[config.mk]
export PLATFORM = sky130hd
export DESIGN_NAME = time_ctrl_flat
export DESIGN_NICKNAME = d
export VERILOG_FILES = /design/src/rtl/time_ctrl_if.sv /design/src/rtl/time_ctrl.sv /design/src/flat_wrapper.sv
export SDC_FILE = /design/constraint.sdc
export NUM_CORES = 1
export LEC_CHECK = 0
export CORE_MARGIN = 1
export CORE_UTILIZATION = 30
export DETAILED_ROUTE_END_ITERATION = 8
export GPL_TIMING_DRIVEN = 0
export PLACE_DENSITY = 0.5
export SLEW_MARGIN = 20
export SYNTH_ARGS = -nofsm -noshare
export SYNTH_HDL_FRONTEND = slang
export SYNTH_SLANG_ARGS = --single-unit
[constraint.sdc]
create_clock -name i_clk -period 2.32 [get_ports i_clk]
set_input_delay 0.464 -clock i_clk [delete_from_list [all_inputs] [get_ports i_clk]]
set_output_delay 0.464 -clock i_clk [all_outputs]
set_load 0.1 [all_outputs]
[src/rtl/time_ctrl_if.sv]
// Write-port and time-display bundle for time_ctrl.
// master: button front end / display path side; slave: the controller.
interface time_ctrl_if;
    logic       i_wr;
    logic [1:0] i_sel;
    logic [7:0] i_val;
    logic       o_ready;
    logic       o_wr_ack;
    logic       o_wr_err;
    logic [7:0] o_hours;
    logic [7:0] o_min;
    logic [7:0] o_sec;
    logic       o_pm;

    modport master (
        output i_wr, i_sel, i_val,
        input  o_ready, o_wr_ack, o_wr_err, o_hours, o_min, o_sec, o_pm
    );

    modport slave (
        input  i_wr, i_sel, i_val,
        output o_ready, o_wr_ack, o_wr_err, o_hours, o_min, o_sec, o_pm
    );
endinterface

[src/rtl/time_ctrl.sv]
// Time-of-day controller: owns the BCD hh:mm:ss registers and arbitrates between
// the 1 s advance tick (queued in a saturating counter) and validated field writes.
// Define TIME_CTRL_12H_EN for a 12 h clock with live PM flag; default is 24 h.
module time_ctrl #(
    parameter int unsigned TICK_Q_MAX = 3
) (
    input  logic         i_clk,
    input  logic         i_reset,
    input  logic         i_sec_tick,
    input  logic         i_clr,
    output logic         o_tick_lost,
    time_ctrl_if.slave   bus_io
);

    typedef enum logic [1:0] {StIdle, StCheck, StCommit, StTick} state_e;

`ifdef TIME_CTRL_12H_EN
    localparam logic [7:0] HoursRst = 8'h12;
`else
    localparam logic [7:0] HoursRst = 8'h00;
`endif

    state_e     state_q, state_d;
    logic [1:0] pending_q, pending_d;
    logic       lost_q, lost_d;
    logic       ack_q, ack_d;
    logic       err_q, err_d;
    logic [1:0] sel_q, sel_d;
    logic [7:0] val_q, val_d;
    logic [7:0] hours_q, hours_d;
    logic [7:0] min_q, min_d;
    logic [7:0] sec_q, sec_d;
`ifdef TIME_CTRL_12H_EN
    logic       pm_q, pm_d;
`endif

    logic ready;
    logic wr_valid;
    logic tick_in;
    logic q_full;
    logic q_inc;
    logic q_dec;

    function automatic logic bcd_ok(input logic [7:0] v);
        return (v[7:4] <= 4'd9) && (v[3:0] <= 4'd9);
    endfunction

    function automatic logic [7:0] bcd_inc(input logic [7:0] v);
        if (v[3:0] == 4'd9) begin
            return {v[7:4] + 4'd1, 4'h0};
        end
        return {v[7:4], v[3:0] + 4'd1};
    endfunction

    // Queued ticks take priority over new writes.
    assign ready = (state_q == StIdle) && (pending_q == 2'd0) && !i_clr;

    // Validate the buffered write.
    always_comb begin
        wr_valid = 1'b0;
        case (sel_q)
            2'd0, 2'd1: wr_valid = bcd_ok(val_q) && (val_q <= 8'h59);
`ifdef TIME_CTRL_12H_EN
            // Bit 7 is the PM flag, not part of the BCD hour.
            2'd2: wr_valid = (val_q[6:5] == 2'b00) && bcd_ok({1'b0, val_q[6:0]}) &&
                             (val_q[6:0] >= 7'h01) && (val_q[6:0] <= 7'h12);
`else
            2'd2: wr_valid = bcd_ok(val_q) && (val_q <= 8'h23);
`endif
            default: wr_valid = 1'b0;
        endcase
    end

    // FSM next state, write buffer capture and response pulses.
    always_comb begin
        state_d = state_q;
        sel_d   = sel_q;
        val_d   = val_q;
        ack_d   = 1'b0;
        err_d   = 1'b0;
        if (i_clr) begin
            // In-flight write is discarded silently.
            state_d = StIdle;
        end else begin
            unique case (state_q)
                StIdle: begin
                    if (pending_q != 2'd0) begin
                        state_d = StTick;
                    end else if (bus_io.i_wr && ready) begin
                        sel_d   = bus_io.i_sel;
                        val_d   = bus_io.i_val;
                        state_d = StCheck;
                    end
                end
                StCheck: begin
                    if (wr_valid) begin
                        state_d = StCommit;
                    end else begin
                        err_d   = 1'b1;
                        state_d = StIdle;
                    end
                end
                StCommit: begin
                    ack_d   = 1'b1;
                    state_d = StIdle;
                end
                StTick: begin
                    state_d = StIdle;
                end
            endcase
        end
    end

    // Pending-tick counter; a tick at saturation is lost rather than counted.
    always_comb begin
        tick_in   = i_sec_tick && !i_clr;
        q_full    = (pending_q == 2'(TICK_Q_MAX));
        q_inc     = tick_in && !q_full;
        q_dec     = (state_q == StTick);
        pending_d = pending_q;
        lost_d    = lost_q;
        if (i_clr) begin
            pending_d = 2'd0;
        end else begin
            if (q_inc && !q_dec) begin
                pending_d = pending_q + 2'd1;
            end else if (q_dec && !q_inc) begin
                pending_d = pending_q - 2'd1;
            end
            if (tick_in && q_full) begin
                lost_d = 1'b1;
            end
        end
    end

    // Time registers: clear, 1 s advance with BCD carry, or single-field commit.
    always_comb begin
        hours_d = hours_q;
        min_d   = min_q;
        sec_d   = sec_q;
`ifdef TIME_CTRL_12H_EN
        pm_d    = pm_q;
`endif
        if (i_clr) begin
            hours_d = HoursRst;
            min_d   = 8'h00;
            sec_d   = 8'h00;
`ifdef TIME_CTRL_12H_EN
            pm_d    = 1'b0;
`endif
        end else if (state_q == StTick) begin
            if (sec_q == 8'h59) begin
                sec_d = 8'h00;
                if (min_q == 8'h59) begin
                    min_d = 8'h00;
`ifdef TIME_CTRL_12H_EN
                    if (hours_q == 8'h11) begin
                        hours_d = 8'h12;
                        pm_d    = !pm_q;
                    end else if (hours_q == 8'h12) begin
                        hours_d = 8'h01;
                    end else begin
                        hours_d = bcd_inc(hours_q);
                    end
`else
                    hours_d = (hours_q == 8'h23) ? 8'h00 : bcd_inc(hours_q);
`endif
                end else begin
                    min_d = bcd_inc(min_q);
                end
            end else begin
                sec_d = bcd_inc(sec_q);
            end
        end else if (state_q == StCommit) begin
            case (sel_q)
                2'd0: sec_d = val_q;
                2'd1: min_d = val_q;
`ifdef TIME_CTRL_12H_EN
                2'd2: begin
                    hours_d = {1'b0, val_q[6:0]};
                    pm_d    = val_q[7];
                end
`else
                2'd2: hours_d = val_q;
`endif
                default: ;
            endcase
        end
    end

    // State and datapath registers with synchronous reset.
    always_ff @(posedge i_clk) begin
        if (i_reset) begin
            state_q   <= StIdle;
            pending_q <= 2'd0;
            lost_q    <= 1'b0;
            ack_q     <= 1'b0;
            err_q     <= 1'b0;
            sel_q     <= 2'd0;
            val_q     <= 8'h00;
            hours_q   <= HoursRst;
            min_q     <= 8'h00;
            sec_q     <= 8'h00;
`ifdef TIME_CTRL_12H_EN
            pm_q      <= 1'b0;
`endif
        end else begin
            state_q   <= state_d;
            pending_q <= pending_d;
            lost_q    <= lost_d;
            ack_q     <= ack_d;
            err_q     <= err_d;
            sel_q     <= sel_d;
            val_q     <= val_d;
            hours_q   <= hours_d;
            min_q     <= min_d;
            sec_q     <= sec_d;
`ifdef TIME_CTRL_12H_EN
            pm_q      <= pm_d;
`endif
        end
    end

    assign bus_io.o_ready  = ready;
    assign bus_io.o_wr_ack = ack_q;
    assign bus_io.o_wr_err = err_q;
    assign bus_io.o_hours  = hours_q;
    assign bus_io.o_min    = min_q;
    assign bus_io.o_sec    = sec_q;
`ifdef TIME_CTRL_12H_EN
    assign bus_io.o_pm     = pm_q;
`else
    assign bus_io.o_pm     = 1'b0;
`endif
    assign o_tick_lost     = lost_q;

endmodule

[src/flat_wrapper.sv]
// flat-port wrapper written by rule: the top's interface ports become plain ports
module time_ctrl_flat 
#(
    parameter int unsigned TICK_Q_MAX = 3
)
  (i_clk, i_reset, i_sec_tick, i_clr, o_tick_lost, bus_io_i_wr, bus_io_i_sel, bus_io_i_val, bus_io_o_ready, bus_io_o_wr_ack, bus_io_o_wr_err, bus_io_o_hours, bus_io_o_min, bus_io_o_sec, bus_io_o_pm);
  time_ctrl_if bus_io_i ();
  input  logic i_clk;
  input  logic i_reset;
  input  logic i_sec_tick;
  input  logic i_clr;
  output logic o_tick_lost;
  input wire logic [$bits(bus_io_i.i_wr)-1:0] bus_io_i_wr;
  input wire logic [$bits(bus_io_i.i_sel)-1:0] bus_io_i_sel;
  input wire logic [$bits(bus_io_i.i_val)-1:0] bus_io_i_val;
  output wire logic [$bits(bus_io_i.o_ready)-1:0] bus_io_o_ready;
  output wire logic [$bits(bus_io_i.o_wr_ack)-1:0] bus_io_o_wr_ack;
  output wire logic [$bits(bus_io_i.o_wr_err)-1:0] bus_io_o_wr_err;
  output wire logic [$bits(bus_io_i.o_hours)-1:0] bus_io_o_hours;
  output wire logic [$bits(bus_io_i.o_min)-1:0] bus_io_o_min;
  output wire logic [$bits(bus_io_i.o_sec)-1:0] bus_io_o_sec;
  output wire logic [$bits(bus_io_i.o_pm)-1:0] bus_io_o_pm;
  assign bus_io_i.i_wr = bus_io_i_wr;
  assign bus_io_i.i_sel = bus_io_i_sel;
  assign bus_io_i.i_val = bus_io_i_val;
  assign bus_io_o_ready = bus_io_i.o_ready;
  assign bus_io_o_wr_ack = bus_io_i.o_wr_ack;
  assign bus_io_o_wr_err = bus_io_i.o_wr_err;
  assign bus_io_o_hours = bus_io_i.o_hours;
  assign bus_io_o_min = bus_io_i.o_min;
  assign bus_io_o_sec = bus_io_i.o_sec;
  assign bus_io_o_pm = bus_io_i.o_pm;
  time_ctrl #(.TICK_Q_MAX(TICK_Q_MAX)) u_core (.i_clk(i_clk), .i_reset(i_reset), .i_sec_tick(i_sec_tick), .i_clr(i_clr), .o_tick_lost(o_tick_lost), .bus_io(bus_io_i));
endmodule
==> flow_summary_export.csv <==
group,metric,value,unit
status,outcome,"complete, no violations",
power_and_ir_drop,p_clk_share,39.4,%
cells_and_area,layout_commonest_cell,"dfxtp_1",
cts,cts_resized,23,
synthesis,syn_area_per_cell,8.66,sq um
cells_and_area,final_cell_mix,"dfxtp_1 (37), nor2_1 (31), nand2_1 (22), clkdlybuf4s50_1 (18), dlygate4sd2_1 (18)",
setup_path,path_delay_family,"buffers and inverters",
sta,tightest_slew,0.988,ns
drt,via_count,2377,
synthesis,synth_nets,317,
synthesis,ys_top_cells_by_area,"dfxtp_1 (33%), ha_1 (6.5%), mux2i_1 (5.6%)",
sta,period_share,96.6,%
cells_and_area,layout.cells.non_filler,441,
die,ioPinCount,44,
placement,placedCellCount,433,
setup_path,crit_chain,"clkdlybuf4s50_1",
hold_path,min_path_type,"reg2reg",
hold_path,min_path_cells,2,
synthesis,syn_inst,289,
synthesis,yosys_warnings,0,
sta,skew,0.0116,ns
setup_path,critical_path_arrival,1.78,ns
die,fp.dieW,93.4,um
cells_and_area,drive_gt1_share,10.0,%
placement,dp_hpwl,5.45,mm
drt,drt_iter0_drc,161,
cts,post_cts_buffers,0,
cells_and_area,area_delta_synth_final,25.9,%
cells_and_area,seq_area,826,sq um
grt,antenna_found_initial,0,
synthesis,synth-seq-cells,41,
die,start_util,31.7,%
cells_and_area,fill_cells,809,
setup_path,critPathBufInv,1,
cells_and_area,diodes,0,
cts,clock_sink_count,41,
grt,grt_max_degree,14,
power_and_ir_drop,power.total,1.54,mW
grt,grt_usage,17.9,%
placement,portBuffers,42,
cts,root_buffer,"clkbuf_8",
synthesis,synth_seq_area_share,32.8,%
setup_path,worst_path_max_delay_cell,"clkdlybuf4s50_1",
setup_path,cp_max_fo,2,
drt,drt_first_pass_iters,4,
sta,fin_ws,0.0795,ns
setup_path,rrSetupSlack,0.25,ns
power_and_ir_drop,cellLeakagePower,1.39,nW
cts,clk_path_buf_depth,2,
cts,numCtsBuffers,5,
setup_path,r2r_cells,7,
sta,relSlewSlack,34.4,%
grt,grt_pass1_wl,12.1,mm
die,dieArea,8720,sq um
setup_path,required,1.86,ns
cts,postCtsHoldBufs,0,
hold_path,hold_end,"u_core.o_tick_lost$_SDFFE_PP0P_",
power_and_ir_drop,p_sw,0.422,mW
synthesis,synth_top_area_cell,"dfxtp_1",
die,die_h,93.4,um
synthesis,yosysUniqueCellTypes,66,
hold_path,min_from,"u_core.o_tick_lost$_SDFFE_PP0P_",
grt,overflow,0,
cts,cts.htree.levels,2,
sta,fmax,446,MHz
power_and_ir_drop,ir_drop,0.234,mV
drt,via_per_inst,5.39,
drt,wl_per_cell,16.8,um
cts,clock_latency,0.30,ns
sta,fin_hold_ws,0.486,ns
sta,fin_crit,2.24,ns
synthesis,synth_top_area_share,32.8,%
grt,grt_pass1_vias,2296,
cells_and_area,multi_input_area,1560,sq um
sta,setup_viol,0,
setup_path,r2r_end,"u_core.pending_q[1]$_SDFFE_PP0P_",
power_and_ir_drop,combPwrFrac,12.7,%
die,core_area,7890,sq um
cts,cts_tree,"done",
power_and_ir_drop,p_seq_share,47.9,%
power_and_ir_drop,switching_share,27.5,%
sta,drv_slew,0,
setup_path,crit_type,"reg2out",
drt,route.antenna.remaining_nets,0,
die,num_rows,32,
setup_path,end_kind,"primary output",
drt,drt_wl_total,7.40,mm
power_and_ir_drop,p_int,1.11,mW
sta,finalHoldViolations,0,
power_and_ir_drop,p_per_area,487,nW/um^2
synthesis,dominantRegCellSynth,"dfxtp_1",
synthesis,syn-cell-area,2500,sq um
sta,rsz0062_at_grt,"no",
cells_and_area,fin_nets,366,
setup_path,rr_startpoint,"u_core.state_q[1]$_SDFFE_PP0P_",
cts,cts.clk_slew.worst_paths,0.09,ns
drt,route.detailed.drc,0,
synthesis,ys_async_sr_fraction,0,%
setup_path,cp-start-kind,"register",
cells_and_area,post-route-util,40.0,%
placement,place.gp.congestion,0.811,
synthesis,synth_edf_count,0,
setup_path,slowest_delay,1.13,ns
flow_run,cap_violations,0,
placement,dpl_worst_slack,-0.569,ns
synthesized netlist by cell type (5+ instances only):
| master | count |
|---|---|
| a211oi_1 | 7 |
| a21oi_1 | 7 |
| a32o_1 | 5 |
| and2_1 | 9 |
| buf_2 | 5 |
| clkbuf_1 | 7 |
| dfxtp_1 | 41 |
| ha_1 | 13 |
| inv_1 | 12 |
| mux2i_1 | 14 |
| nand2_1 | 22 |
| nand2b_1 | 9 |
| nand3_1 | 9 |
| nor2_1 | 31 |
| o211ai_1 | 7 |
| o21ai_0 | 9 |
power by group through the flow:
stage / sequential (mW) / combinational [mW] / clock, mW
after floorplan: 0.758 / 0.120 / 0
after global placement: 0.752 / 0.197 / 0
final: 0.735 / 0.195 / 0.605
after CTS: 0.735 / 0.196 / 0.616
after global routing: 0.738 / 0.213 / 0.651
after detailed placement: 0.752 / 0.198 / 0
per-stage QoR:
step           area, sq um  setup TNS, ns
2_1_floorplan         2510              0
3_3_place_gp          3060         -0.623
3_5_place_dp          3060         -0.640
4_1_cts               3140              0
5_1_grt               3150              0
6_report              3150              0
cell families after synthesis:
kind of cell	count (synthesis)	synth area share (%)
compound gates	80	25.8
xor+xnor	2	0.700
fa+ha+maj	13	6.50
buf+inv	28	5.05
flops	41	32.8
mux	14	5.60
simple gates	110	23.4
other cells	1	0.150
layer usage:
| layer | global-route usage [%] | share of wire (%) |
|---|---|---|
| met2 | 29.0 | 45 |
| met3 | 3.50 | 5.6 |
| met1 | 24.2 | 48 |
| met4 | 4.87 | 0.91 |
| met5 | 0 | 0 |
final cells by class:
type / count / share of cell area (%)
plain buffers: 15 / 2.46
clock inverters: 2 / 1.23
well taps: 102 / 4.05
clock buffers: 6 / 2.30
multi-input cells: 220 / 49.4
inverters: 13 / 1.55
repair buffers: 42 / 12.9
flip-flops and latches: 41 / 26.2
registers in the layout, summed over array words and instances (netlist names):
register and cells:
u_core.bus_io.o_wr_err 1, u_core.bus_io.o_hours 8, u_core.bus_io.o_sec 8, u_core.val_q 8, u_core.bus_io.o_wr_ack 1, u_core.bus_io.o_min 8
u_core.state_q 2, u_core.sel_q 2, u_core.o_tick_lost 1, u_core.pending_q 2
worst max path at each step:
| stage | from | depth (start not counted) | slack [ns] | endpoint |
|---|---|---|---|---|
| finish | u_core.o_tick_lost$_SDFFE_PP0P_ | 1 | 0.08 | o_tick_lost |
| global route | u_core.state_q[0]$_SDFFE_PP0P_ | 4 | 0.01 | bus_io_o_ready |
| CTS | u_core.bus_io.o_hours[7]$_SDFFE_PP0P_ | 1 | 0.004 | bus_io_o_hours[7] |
| detailed placement | i_clr | 4 | -0.57 | bus_io_o_ready |
| global placement | i_clr | 4 | -0.55 | bus_io_o_ready |
| floorplan | u_core.bus_io.o_sec[1]$_SDFFE_PP0P_ | 7 | 0.001 | u_core.bus_io.o_sec[7]$_SDFFE_PP0P_ |
Power figures use the tool's default switching activity.
